**src/rtl/regex_cmd_controller.sv**
```systemverilog
// Command sequencer between the AXI-lite register file and the regex coprocessor.
// Optional run timeout enabled by defining REGEX_CMD_TIMEOUT_EN.
module regex_cmd_controller #(
  parameter int unsigned REG_WIDTH      = 40,
  parameter int unsigned ADDR_WIDTH     = 8,
  parameter int unsigned DATA_WIDTH     = 32,
  parameter int unsigned CNT_WIDTH      = 32,
  parameter int unsigned TIMEOUT_CYCLES = 2**20
) (
  input  logic                  clk,
  input  logic                  rst_n,
  input  logic [31:0]           cmd_i,
  input  logic                  cmd_valid_i,
  input  logic [REG_WIDTH-1:0]  data_i,
  output logic [REG_WIDTH-1:0]  data_o,
  output logic [31:0]           status_o,
  output logic [ADDR_WIDTH-1:0] mem_addr_o,
  output logic [DATA_WIDTH-1:0] mem_wdata_o,
  output logic                  mem_we_o,
  output logic                  mem_re_o,
  input  logic [DATA_WIDTH-1:0] mem_rdata_i,
  input  logic                  mem_rvalid_i,
  output logic                  cp_start_o,
  output logic                  cp_restart_o,
  output logic                  cp_rst_o,
  input  logic                  cp_done_i,
  input  logic                  cp_accept_i
);

  typedef enum logic [1:0] {S_IDLE, S_READ_WAIT, S_RUN, S_DONE} state_t;

  localparam logic [31:0] OP_NOP          = 32'd0;
  localparam logic [31:0] OP_WRITE        = 32'd1;
  localparam logic [31:0] OP_READ         = 32'd2;
  localparam logic [31:0] OP_START        = 32'd3;
  localparam logic [31:0] OP_RESET        = 32'd4;
  localparam logic [31:0] OP_READ_ELAPSED = 32'd5;
  localparam logic [31:0] OP_RESTART      = 32'd6;

  localparam logic [2:0] ST_IDLE     = 3'd0;
  localparam logic [2:0] ST_RUNNING  = 3'd1;
  localparam logic [2:0] ST_ACCEPTED = 3'd2;
  localparam logic [2:0] ST_REJECTED = 3'd3;
  localparam logic [2:0] ST_ERROR    = 3'd4;

`ifdef REGEX_CMD_TIMEOUT_EN
  localparam bit TIMEOUT_EN = 1'b1;
`else
  localparam bit TIMEOUT_EN = 1'b0;
`endif

  state_t                r_state, w_state_nxt, r_ret_state, w_ret_nxt;
  logic [2:0]            r_status, w_status_nxt;
  logic [CNT_WIDTH-1:0]  r_cnt, w_cnt_nxt, w_cnt_inc;
  logic [REG_WIDTH-1:0]  r_data, w_data_nxt;
  logic [ADDR_WIDTH-1:0] r_addr, w_addr_nxt;
  logic [DATA_WIDTH-1:0] r_wdata, w_wdata_nxt;
  logic                  r_we, w_we_nxt, r_re, w_re_nxt;
  logic                  r_start, w_start_nxt, r_restart, w_restart_nxt, r_cp_rst, w_cp_rst_nxt;
  logic                  w_cmd_reset, w_cmd_elapsed, w_timeout_hit;

  assign w_cmd_reset   = cmd_valid_i && (cmd_i == OP_RESET);
  assign w_cmd_elapsed = cmd_valid_i && (cmd_i == OP_READ_ELAPSED);
  // Saturating increment; the timeout compares the post-increment value.
  assign w_cnt_inc     = (&r_cnt) ? r_cnt : r_cnt + CNT_WIDTH'(1);
  assign w_timeout_hit = TIMEOUT_EN && (64'(w_cnt_inc) == 64'(TIMEOUT_CYCLES));

  // Next-state and next-output decode.
  always_comb begin
    w_state_nxt   = r_state;
    w_ret_nxt     = r_ret_state;
    w_status_nxt  = r_status;
    w_cnt_nxt     = r_cnt;
    w_data_nxt    = r_data;
    w_addr_nxt    = r_addr;
    w_wdata_nxt   = r_wdata;
    w_we_nxt      = 1'b0;
    w_re_nxt      = 1'b0;
    w_start_nxt   = 1'b0;
    w_restart_nxt = 1'b0;
    w_cp_rst_nxt  = 1'b0;

    if (w_cmd_reset) begin
      w_cp_rst_nxt = 1'b1;
      w_status_nxt = ST_IDLE;
      w_cnt_nxt    = '0;
      w_data_nxt   = '0;
      w_state_nxt  = S_IDLE;
    end else begin
      unique case (r_state)
        S_IDLE, S_DONE: begin
          if (cmd_valid_i) begin
            case (cmd_i)
              OP_NOP: begin end
              OP_WRITE: begin
                w_addr_nxt  = data_i[REG_WIDTH-1 -: ADDR_WIDTH];
                w_wdata_nxt = data_i[DATA_WIDTH-1:0];
                w_we_nxt    = 1'b1;
              end
              OP_READ: begin
                w_addr_nxt  = data_i[REG_WIDTH-1 -: ADDR_WIDTH];
                w_re_nxt    = 1'b1;
                w_ret_nxt   = r_state;
                w_state_nxt = S_READ_WAIT;
              end
              OP_START: begin
                w_start_nxt  = 1'b1;
                w_cnt_nxt    = '0;
                w_status_nxt = ST_RUNNING;
                w_state_nxt  = S_RUN;
              end
              OP_RESTART: begin
                if (r_state == S_DONE &&
                    (r_status == ST_ACCEPTED || r_status == ST_REJECTED)) begin
                  w_start_nxt   = 1'b1;
                  w_restart_nxt = 1'b1;
                  w_status_nxt  = ST_RUNNING;
                  w_state_nxt   = S_RUN;
                end else begin
                  w_status_nxt  = ST_ERROR;
                end
              end
              OP_READ_ELAPSED: w_data_nxt = REG_WIDTH'(r_cnt);
              default:         w_status_nxt = ST_ERROR;
            endcase
          end
        end
        S_READ_WAIT: begin
          if (w_cmd_elapsed) w_data_nxt = REG_WIDTH'(r_cnt);
          if (mem_rvalid_i) begin
            w_data_nxt  = {r_addr, mem_rdata_i};
            w_state_nxt = r_ret_state;
          end
        end
        S_RUN: begin
          w_cnt_nxt = w_cnt_inc;
          if (w_cmd_elapsed) w_data_nxt = REG_WIDTH'(r_cnt);
          if (cp_done_i) begin
            w_status_nxt = cp_accept_i ? ST_ACCEPTED : ST_REJECTED;
            w_state_nxt  = S_DONE;
          end else if (w_timeout_hit) begin
            w_status_nxt = ST_ERROR;
            w_cp_rst_nxt = 1'b1;
            w_state_nxt  = S_DONE;
          end
        end
        default: w_state_nxt = S_IDLE;
      endcase
    end
  end

  // State and output registers.
  always_ff @(posedge clk or negedge rst_n) begin
    if (!rst_n) begin
      r_state     <= S_IDLE;
      r_ret_state <= S_IDLE;
      r_status    <= ST_IDLE;
      r_cnt       <= '0;
      r_data      <= '0;
      r_addr      <= '0;
      r_wdata     <= '0;
      r_we        <= 1'b0;
      r_re        <= 1'b0;
      r_start     <= 1'b0;
      r_restart   <= 1'b0;
      r_cp_rst    <= 1'b0;
    end else begin
      r_state     <= w_state_nxt;
      r_ret_state <= w_ret_nxt;
      r_status    <= w_status_nxt;
      r_cnt       <= w_cnt_nxt;
      r_data      <= w_data_nxt;
      r_addr      <= w_addr_nxt;
      r_wdata     <= w_wdata_nxt;
      r_we        <= w_we_nxt;
      r_re        <= w_re_nxt;
      r_start     <= w_start_nxt;
      r_restart   <= w_restart_nxt;
      r_cp_rst    <= w_cp_rst_nxt;
    end
  end

  assign data_o       = r_data;
  assign status_o     = 32'(r_status);
  assign mem_addr_o   = r_addr;
  assign mem_wdata_o  = r_wdata;
  assign mem_we_o     = r_we;
  assign mem_re_o     = r_re;
  assign cp_start_o   = r_start;
  assign cp_restart_o = r_restart;
  assign cp_rst_o     = r_cp_rst;

endmodule
```
**config.mk**
```make
export PLATFORM = sky130hd
export DESIGN_NAME = regex_cmd_controller
export DESIGN_NICKNAME = d
export VERILOG_FILES = /design/src/rtl/regex_cmd_controller.sv
export SDC_FILE = /design/constraint.sdc
export NUM_CORES = 1
export LEC_CHECK = 0
export CORE_UTILIZATION = 40
export DETAILED_ROUTE_END_ITERATION = 8
export DONT_BUFFER_PORTS = 1
export SLEW_MARGIN = 20
export SYNTH_ARGS = -nofsm -noshare
export SYNTH_HDL_FRONTEND = slang
export SYNTH_SLANG_ARGS = --single-unit
```
**constraint.sdc**
```tcl
create_clock -name clk -period 3.1 [get_ports clk]
set_input_delay 0.31 -clock clk [delete_from_list [all_inputs] [get_ports clk]]
set_output_delay 0.31 -clock clk [all_outputs]
set_load 0.005 [all_outputs]
```
* Word-level counts from Yosys, hierarchy flattened *
Cells that the tools add are included.

storage, ports and cells
  output and inout bits = 117
  register bits = 124
  logic and storage cells = 95
  input port bits = 110

cells by class
  eq/ne operators = 20
  bitwise logic cells = 1
  reduce and logical (&&, ||, !) cells = 18
  add/subtract/negate cells = 1
  multiplexer cells = 43

operators by type and width
  kind                     count
  $mux W40                 5
  $mux W32                 4
  $pmux W40 S3             1
  $eq A32 B3 Y1 const B    3
  $eq A32 B2 Y1 const B    2
  $pmux W32 S2             1
  $add A32 B1 Y32 const B  1
  $eq A32 B1 Y1 const B    1
  $logic_not A32 Y1        1
  $reduce_and A32 Y1       1
  $reduce_and A4 Y1        5
  $mux W1                  18
  $ne A3 B3 Y1 const B     6
  $mux W3                  4
  $pmux W2 S3              2
  $mux W2                  5
  $pmux W3 S3              1
  $eq A3 B2 Y1 const B     2
  $pmux W3 S2              1
  $ne A5 B2 Y1 const B     1
  $reduce_and A5 Y1        1
  $eq A2 B2 Y1 const B     2
  $ne A4 B4 Y1 const B     1
  $reduce_or A2 Y1         2
  10 further kinds         12

* Longest topological paths before layout *
  word-level depth = 8
  gate-level depth with buffers = 9
  depth with buffers taken out = 7

* Worst setup path after synthesis *
OpenSTA, ideal clock, no wires.

  path kind = register -> register
  start point = reg r_cnt[17]
  end point = reg r_cnt[12]
  setup slack = 0.730 ns
  clock period less this slack = 2.370 ns
  data arrival time = 2.238 ns
  setup time = 0.132 ns
  path buffers = 3
  required time = 2.968 ns
  cell stages (with the launch flop) = 10
  cells stage by stage = dfrtp_1 buf_4 nand4_1 or3_1 buf_2 or4_4 and2_1 buf_2 a41oi_1 a31oi_1

between the ends
  word-level cells in the longest chain between the ends = 3

RTL lines
  element                      RTL line  text
  start: declaration           54        logic [CNT_WIDTH-1:0] r_cnt, w_cnt_nxt, w_cnt_inc;
  start signal: assignment     171       r_cnt <= w_cnt_nxt;
  $reduce_and A32 Y1           65        assign w_cnt_inc = (&r_cnt) ? r_cnt : r_cnt + CNT_WIDTH'(1);
  $ne A3 B3 Y1 (no line)       --
  $reduce_and A4 Y1 (no line)  --

Every way passes these cells.
A chain may end at the register's enable or synchronous reset.

* Worst setup path after layout *
Same ends and word-level chain as after synthesis.

==> flow_metrics.py <==
metrics = {
    "run_status": {
        "result_of_the_run": "complete, but fails checks",
        "failed_checks": "negative hold slack",
    },
    "detailed_routing": {
        "finalWirelength_mm": 17.2,
        "top_signal_layer_used": "met4",
        "post_detailed_route_count_of_antenna_violating_nets": 0,
        "via_count": 5185,
        "wirelength_met1_mm": 7.17,
        "drt_pass1_iterations": 5,
        "post_drt_via_cell_ratio": 5.90,
        "route.met3.wl_mm": 1.40,
        "dr_wl_met2_mm": 8.45,
        "remaining_drc_errors": 0,
        "routed_wire_length_per_instance_um": 19.6,
        "drt-initial-drc-count": 370,
    },
    "flow_run": {
        "drv.max_cap_violation_count": 0,
    },
    "clock_network": {
        "tritoncts": "built",
        "clk-insertion-delay-late_ns": 0.42,
        "cts.htree.levels": 4,
        "post-cts-setup-buffer-count": 0,
        "cts_max_path_buffers": 2,
        "clk_root_buffer_cell": "clkbuf_16",
        "cts-resized-gates": 0,
        "cts.reportedPaths.clkPinSlew_ns": 0.06,
        "cts_hold_buffers": 2,
        "tritoncts.num_buffers": 17,
        "clock_sink_count": 124,
    },
    "timing": {
        "slew_viol_final": 0,
        "finalHoldViolations": 124,
        "postLayoutSetupSlackWorst_ns": 0.382,
        "slew_headroom_pct": 47.0,
        "layout_min_cycle_time_ns": 2.72,
        "hold-worst-slack_ns": -0.413,
        "setup_repair_after_global_routing_missed_its_margin": "false",
        "max_clock_freq_mhz": 368,
        "final.setup.tns_ns": 0,
        "tightest_slew_ns": 0.790,
        "clock_skew_after_layout_ns": 0.0105,
        "finalSetupViolCount": 0,
        "post-route-period-util_pct": 87.7,
    },
    "global_route": {
        "grt_max_degree": 125,
        "gr-total-overflow": 0,
        "grt_pass1_vias": 5034,
        "grt_pass1_wl_mm": 26.3,
        "grt_usage_pct": 20.2,
        "antenna_found_initial": 0,
    },
    "setup_path": {
        "crit_path_top_delay_cell": "or4_4",
        "timing.critical_path.from": "r_cnt[17]$_DFFE_PN0P_",
        "crit_required_ns": 3.36,
        "criticalPathCategory": "flop to flop",
        "crit-reg2reg-launch": "r_cnt[17]$_DFFE_PN0P_",
        "setup.reg_to_reg.worst_slack_ns": 0.38,
        "endpoint_kind": "flop",
        "cpLargestDelayFamily": "simple AND/OR/NAND/NOR gates",
        "cp.arrival_ns": 2.98,
        "setup.worst_path.end": "r_cnt[12]$_DFFE_PN0P_",
        "cp_num_buf_inv": 1,
        "critical_path_depth": 7,
        "slowest_delay_ns": 0.58,
        "r2r-end": "r_cnt[12]$_DFFE_PN0P_",
        "worst-r2r-cell-count": 7,
        "cp_cell_sequence": "nand4_1 -> or3_1 -> or4_4 -> and2_1 -> buf_4 -> a41oi_1 -> a31oi_1",
        "worst_setup_path_start_kind": "flop",
        "cp_max_fo": 17,
    },
    "finish": {
        "drive_gt1_share_pct": 16.1,
        "antenna-diode-count": 0,
        "final_cell_mix": "124 x dfrtp_1, 78 x nand2_1, 57 x nor2_1",
        "nFillCells": 1458,
        "finalNetCount": 764,
        "leading_cell_type_in_the_layout_fill_and_taps_excluded": "dfrtp_1",
        "syn_to_final_growth_pct": 11.6,
    },
    "floorplanning": {
        "coreArea_um2": 15800,
        "die_h_um": 129,
        "initial_core_utilization_pct": 40.9,
        "floorplan.die_area_um2": 16700,
        "horiz_die_dim_um": 129,
        "fp-row-count": 46,
        "ioPinCount": 227,
    },
    "logic_synthesis": {
        "synthArstFlopShare_pct": 100,
        "netlist_instances": 663,
        "flop_and_latch_count_out_of_synthesis": 124,
        "syn_area_per_cell_um2": 9.76,
        "yosys.area.top_type_share_pct": 48.0,
        "synthTopCellsByArea": "dfrtp_1 48%, mux2_2 7.7%, a31oi_1 5.0%",
        "post_synth_instance_area_um2": 6470,
        "ys.flop_type": "dfrtp_1",
        "post_synthesis_cell_type_count": 54,
        "ys_seq_area_share_pct": 48.0,
        "synth_enable_flop_cells": 0,
        "top_cell_type_by_total_area_after_synthesis": "dfrtp_1",
        "synthesis.yosys.warnings": 0,
    },
    "pwr": {
        "ir_worst_vdd_mv": 0.438,
        "post-layout-total-power_uw": 5330,
        "p_leak_uw": 0.00309,
        "power.density_nw_per_um2": 738,
    },
    "place": {
        "dp.final_hpwl_mm": 11.8,
        "gp_congestion": 0.806,
        "port_buffers": 0,
        "place_worst_setup_slack_ns": 0.405,
    },
    "min_path": {
        "min_path_type": "input pin to asynchronous set/reset pin",
    },
}
-- worst min path at each step --
stage,depth (start not counted),slack [ns],to,from
2_1_floorplan,0,0.01,cp_restart_o$_DFF_PN0_,rst_n
3_3_place_gp,0,0.02,data_o[17]$_DFFE_PN0P_,rst_n
3_5_place_dp,0,0.02,data_o[18]$_DFFE_PN0P_,rst_n
4_1_cts,0,-0.43,r_cnt[1]$_DFFE_PN0P_,rst_n
5_1_grt,0,-0.43,data_o[14]$_DFFE_PN0P_,rst_n
6_report,0,-0.41,data_o[17]$_DFFE_PN0P_,rst_n
-- per-layer routing --
| layer | GRT usage, % | vias to the layer above |
|---|---|---|
| li1 | - | 2378 |
| met1 | 25.0 | 2543 |
| met2 | 33.4 | 248 |
| met3 | 6.19 | 16 |
| met4 | 7.06 | 0 |
| met5 | 0 | - |
-- power by group --
part | switching, µW | internal, µW
sequential | 161 | 1800
clock | 751 | 1370
combinational | 878 | 374
total | 1790 | 3540
-- per-stage QoR --
| stage | cell area (µm²) | std cells | hold WS, ns | utilization (%) |
|---|---|---|---|---|
| after floorplan | 6580 | 691 | 0.0144 | - |
| after global placement | 6570 | 845 | 0.0200 | 41.5 |
| after detailed placement | 6570 | 845 | 0.0199 | 41.5 |
| after CTS | 7220 | 879 | -0.426 | 45.6 |
| after global routing | 7220 | 879 | -0.428 | 45.6 |
| final | 7220 | 879 | -0.413 | 45.6 |
-- kinds of logic after synthesis --
group           count (synthesis)  synth area share (%)
buf+inv                        88                  7.39
mux                            46                  7.97
other cells                     1                0.0579
flops                         124                  48.0
compound gates                164                  18.0
simple gates                  234                  17.6
fa+ha+maj                       4                 0.773
xor+xnor                        2                 0.271
-- final cells by class --
cell class,instances,area (µm²),share of cell area [%]
clock buffer,18,439,6.08
timing repair buffer,17,145,2.01
clock inverter,14,193,2.67
inverter,11,41.3,0.572
multi-input combinational,479,3030,42.0
tap,216,270,3.74
sequential,124,3100,43.0
-- cell usage after synthesis (8+ instances only) --
cell and number:
o31ai_1 36, nor4_1 8, inv_1 11, nor2_1 59, dfrtp_1 124, o21ai_0 16, nor3_1 15, a32oi_1 30
nand4_1 10, buf_2 16, a31oi_1 52, clkbuf_1 27, nand3_1 13, and3_1 8, nand2_1 78, or3_1 13
mux2_2 44, a21oi_1 10, buf_4 30
-- registers in the layout, indices dropped and copies added, names as in the netlist --
name	count
mem_we_o	1
r_status	3
r_state	2
cp_start_o	1
r_cnt	32
cp_rst_o	1
mem_addr_o	8
cp_restart_o	1
mem_wdata_o	32
mem_re_o	1
r_ret_state	2
data_o	40
(Power assumes the default switching activity.)
